## config.mk

```make
export PLATFORM = sky130hd
export DESIGN_NAME = coin_input_conditioner
export DESIGN_NICKNAME = d
export VERILOG_FILES = /design/src/rtl/coin_input_conditioner.sv
export SDC_FILE = /design/constraint.sdc
export NUM_CORES = 1
export LEC_CHECK = 0
export BUFFER_PORTS_ARGS = -buffer_cell sky130_fd_sc_hd__buf_2
export CAP_MARGIN = 25
export CORE_UTILIZATION = 45
export CTS_CLUSTER_SIZE = 10
export DETAILED_ROUTE_END_ITERATION = 10
export HOLD_SLACK_MARGIN = 0.15
export PLACE_DENSITY_LB_ADDON = 0.12
export SYNTH_ARGS = -nofsm -noshare
export SYNTH_HDL_FRONTEND = slang
export SYNTH_SLANG_ARGS = --single-unit
```

## constraint.sdc

```tcl
create_clock -name clk -period 2.6 [get_ports clk]
set_input_delay 0.39 -clock clk [delete_from_list [all_inputs] [get_ports clk]]
set_output_delay 0.39 -clock clk [all_outputs]
set_load 0.01 [all_outputs]
```

## src/rtl/coin_input_conditioner.sv

```systemverilog
// rtl/coin_input_conditioner.sv - synchronize, debounce and serialize coin/cancel events into one-cycle codes
module coin_input_conditioner #(
    parameter int DEBOUNCE_CYCLES = 4,
    parameter int GAP_CYCLES      = 2
) (
    input  logic       clk,
    input  logic       arst,
    input  logic       coin5_raw,
    input  logic       coin10_raw,
    input  logic       cancel_raw,
    output logic [2:0] code,
    output logic       code_valid,
    output logic       overrun
);

    localparam int CW = $clog2(DEBOUNCE_CYCLES + 1);
    localparam logic [CW-1:0] CNT_LAST = CW'(DEBOUNCE_CYCLES - 1);
    localparam logic [3:0]    GAP_LOAD = 4'(GAP_CYCLES);

    localparam logic [2:0] CODE_IDLE   = 3'b000;
    localparam logic [2:0] CODE_COIN5  = 3'b001;
    localparam logic [2:0] CODE_COIN10 = 3'b010;
    localparam logic [2:0] CODE_CANCEL = 3'b101;

    // Channel index: 0 = coin5, 1 = coin10, 2 = cancel (also the priority order, high index wins).
    logic [2:0]    raw;
    logic [2:0]    s1;
    logic [2:0]    s2;
    logic [2:0]    stb;
    logic [2:0]    pend;
    logic [CW-1:0] cnt [3];
    logic [2:0]    mismatch;
    logic [2:0]    settle;
    logic [2:0]    event_hit;
    logic [2:0]    clear;
    logic [2:0]    next_code;
    logic          emit;
    logic [3:0]    gap_cnt;

    assign raw = {cancel_raw, coin10_raw, coin5_raw};

    // Debounce decisions per channel. The sample counted on an edge is the value being
    // clocked out of the first synchronizer stage, so a change is counted on the edge it
    // enters s2 and a level is accepted after DEBOUNCE_CYCLES consecutive differing samples.
    always_comb begin
        mismatch  = '0;
        settle    = '0;
        event_hit = '0;
        for (int i = 0; i < 3; i++) begin
            mismatch[i]  = (s1[i] != stb[i]);
            settle[i]    = mismatch[i] && (cnt[i] == CNT_LAST);
            event_hit[i] = settle[i] && s1[i];
        end
    end

    // Priority select of the pending event to emit: cancel, then coin10, then coin5.
    always_comb begin
        emit      = (gap_cnt == 4'd0) && (code == CODE_IDLE) && (pend != 3'b000);
        clear     = 3'b000;
        next_code = CODE_IDLE;
        if (emit) begin
            if (pend[2]) begin
                clear     = 3'b100;
                next_code = CODE_CANCEL;
            end else if (pend[1]) begin
                clear     = 3'b010;
                next_code = CODE_COIN10;
            end else begin
                clear     = 3'b001;
                next_code = CODE_COIN5;
            end
        end
    end

    // Synchronizers, stable levels, debounce counters, pending bits and the sticky overrun flag.
    always_ff @(posedge clk or posedge arst) begin
        if (arst) begin
            s1      <= '0;
            s2      <= '0;
            stb     <= '0;
            pend    <= '0;
            overrun <= 1'b0;
            for (int i = 0; i < 3; i++) begin
                cnt[i] <= '0;
            end
        end else begin
            s1 <= raw;
            s2 <= s1;
            for (int i = 0; i < 3; i++) begin
                if (settle[i]) begin
                    stb[i] <= s1[i];
                    cnt[i] <= '0;
                end else if (mismatch[i]) begin
                    cnt[i] <= cnt[i] + CW'(1);
                end else begin
                    cnt[i] <= '0;
                end
                // A new event beats a same-edge clear; only a genuinely held pend loses it.
                if (event_hit[i]) begin
                    pend[i] <= 1'b1;
                    if (pend[i] && !clear[i]) begin
                        overrun <= 1'b1;
                    end
                end else if (clear[i]) begin
                    pend[i] <= 1'b0;
                end
            end
        end
    end

    // Output code register and inter-code gap counter.
    always_ff @(posedge clk or posedge arst) begin
        if (arst) begin
            code       <= CODE_IDLE;
            code_valid <= 1'b0;
            gap_cnt    <= 4'd0;
        end else begin
            code       <= next_code;
            code_valid <= emit;
            if (emit) begin
                gap_cnt <= GAP_LOAD;
            end else if (gap_cnt != 4'd0) begin
                gap_cnt <= gap_cnt - 4'd1;
            end
        end
    end

endmodule

```

==> results.toml <==
[outcome]
outcome = "finished clean"

[synthesis]
async_reset_ff_frac = 1.000
synth_top_area_frac = 0.5967
yosys-top-cells-count = "dfrtp_1, inv_1, nor2_1, o21ai_0, ha_1"
syn_nets = 113
synthesis.area_um2 = 1132
synthFlopType = "dfrtp_1"
yosysWarnings = 0
yosysUniqueCellTypes = 28
synthTopCellsByArea = "dfrtp_1, ha_1, inv_1"
ys_seq_area_frac = 0.5967
synth_edf_count = 0
syn_avg_cell_area_um2 = 11.21
synth_seq_cells = 27
synth.most_common_cell = "dfrtp_1"
syn_inst = 101
synth_top_cell_by_area = "dfrtp_1"

[drt]
wl_per_cell_um = 10.18
ant_nets = 0
route.vias.total = 683
drc = 0
drtIter0Drc = 0
wirelength_um = 1476
via_per_inst = 4.710
first_pass_iters = 1

[timing]
hold_ws_ns = 0.4409
final_max_slew_viol_count = 0
fin_skew_ns = 0.002739
relSlewSlack = 0.7806
setup_viol = 0
fin_ws_ns = 0.5301
max_freq_mhz = 483.1
finalCriticalPeriod_ns = 2.070
worst_pin_slew_ns = 0.3291
finalCritPeriodShare = 0.7961
finalHoldViolations = 0
rsz0062_at_grt = "no"
totalNegativeSetupSlack_ns = 0

[global_routing]
grtUsageMet1 = 0.1737
antenna_found_initial = 0
grt_pass1_wl_um = 2656
first_global_vias = 637
overflow = 0
grt-busiest-layer = "met2"
grtUsageMet3 = 0.03509
track_usage = 0.1395
grtUsageMet2 = 0.2137
grt_max_degree = 28

[worst_setup_path]
critical_path_class = "register to register"
crit_arrival_ns = 2.30
cp-end-kind = "register"
crit_required_ns = 2.83
start_kind = "register"
ff2ff_path_depth = 7
critPathMaxFanout = 9

[cts]
cts_resized = 0
root_buffer = "clkbuf_4"
htree_levels = 1
cts_num_sinks = 27
post_cts_buffers = 0
numCtsBuffers = 3
path_clk_slew_ns = 0.14
cts_max_path_buffers = 2
cts_tree = "yes"
clkLatencyLatePin_ns = 0.32

[floorplanning]
rows = 17
initial_core_util = 0.4929
die_w_um = 52.16
dieHeight_um = 52.16
io_pins = 10
die-area_um2 = 2721
coreArea_um2 = 2297

[pwr]
vdd_ir_drop_max_mv = 0.5330
power.density_nw_per_um2 = 962.5
p_total_mw = 1.225
power_leakage_nw = 0.6630

[layout]
n_antenna_cell = 0
final_area_um2 = 1272
num-nets-final = 130
area_delta_synth_final_pct = 12.38
drive_gt1_frac = 0.1709

[placed_design]
placed_area_um2 = 1205
dp_slack_ns = 0.5515
routabilityCongestion = 0.6846
hpwl_um = 1056
io_buffer_count = 9

[flow_run]
cap_violations = 0

[min_path]
hold_depth = 1
hp-class = "register to register"
layer usage:
metal | wire (um) | vias up
li1 | - | 359
met1 | 749 | 313
met4 | 41 | 0
met2 | 649 | 7
met5 | 0 | -
met3 | 36 | 4
where the power goes:
group	leakage, nW	internal (mW)	switching (mW)
clock	0.0177	0.0576	0.119
combinational	0.298	0.189	0.199
sequential	0.347	0.560	0.101
total	0.663	0.806	0.419
placed cells by master, fill, tap and decap left out, drive strengths merged:
cell / instances
buf: 10
inv: 14
a31oi: 1
nor3: 2
ha: 7
clkbuf: 3
or4: 1
nand4b: 1
nand2: 6
or3: 1
nor3b: 1
nor2: 13
nand2b: 3
o21ai: 8
xor2: 3
dfrtp: 27
or3b: 1
o31ai: 1
clkinv: 1
or2: 1
a21oi: 1
and2: 1
o211ai: 1
and4b: 1
dlygate4sd3: 4
xnor2: 1
mux2i: 1
a21o: 2
kinds of logic (layout without fill, tap and decap cells):
group	after synthesis	after routing	synth area share
AOI/OAI and AO/OA	14	14	0.07626
xor gates and xnor gates	4	4	0.03094
adders and majority gates	7	7	0.07734
buffers and inverters	16	32	0.05966
DFF	27	27	0.5967
muxes	1	1	0.008840
and+or+nand+nor	32	32	0.1503
state kept, by name, summed over array words and instances (netlist names):
name,flops
cnt,9
code,3
code_valid,1
gap_cnt,4
overrun,1
pend,3
s1,3
stb,3
final timing paths:
kind / end / slack [ns] / start
max in group asynchronous: cnt[2] / 1.71 / arst
max: gap_cnt[0] / 0.53 / gap_cnt[0]
min in group asynchronous: cnt[0] / 0.64 / arst
max reg2reg: gap_cnt[0] / 0.53 / gap_cnt[0]
min reg2reg: cnt[6] / 0.44 / cnt[6]
min: cnt[6] / 0.44 / cnt[6]
layout make-up:
class | instances | area [um^2]
clock buffers | 3 | 22.52
clock inverters | 1 | 5.005
fillers | 209 | 1025
inverters | 14 | 52.55
multi-input cells | 58 | 389.1
flip-flops and latches | 27 | 675.6
well taps | 28 | 35.03
repair buffers | 14 | 92.59
worst max-delay path: stages, from the launching register on:
cell and delay, ns:
dfrtp_1 0.43, inv_1 0.07, ha_1 0.20, or3b_4 0.42, or4_4 0.49, or2_4 0.29
inv_2 0.05, nor2_1 0.04
through the flow:
step	cells	utilization
after floorplan	101	-
after global placement	137	0.5245
after detailed placement	137	0.5245
after CTS	142	0.5409
after global routing	145	0.5539
final	145	0.5539
what timing repair did:
action	in CTS	in global routing
endpoints found under the setup margin	0	0
hold buffers	1	3
endpoints found under the hold margin	27	3
No activity file was read; power rests on OpenSTA's default activity.
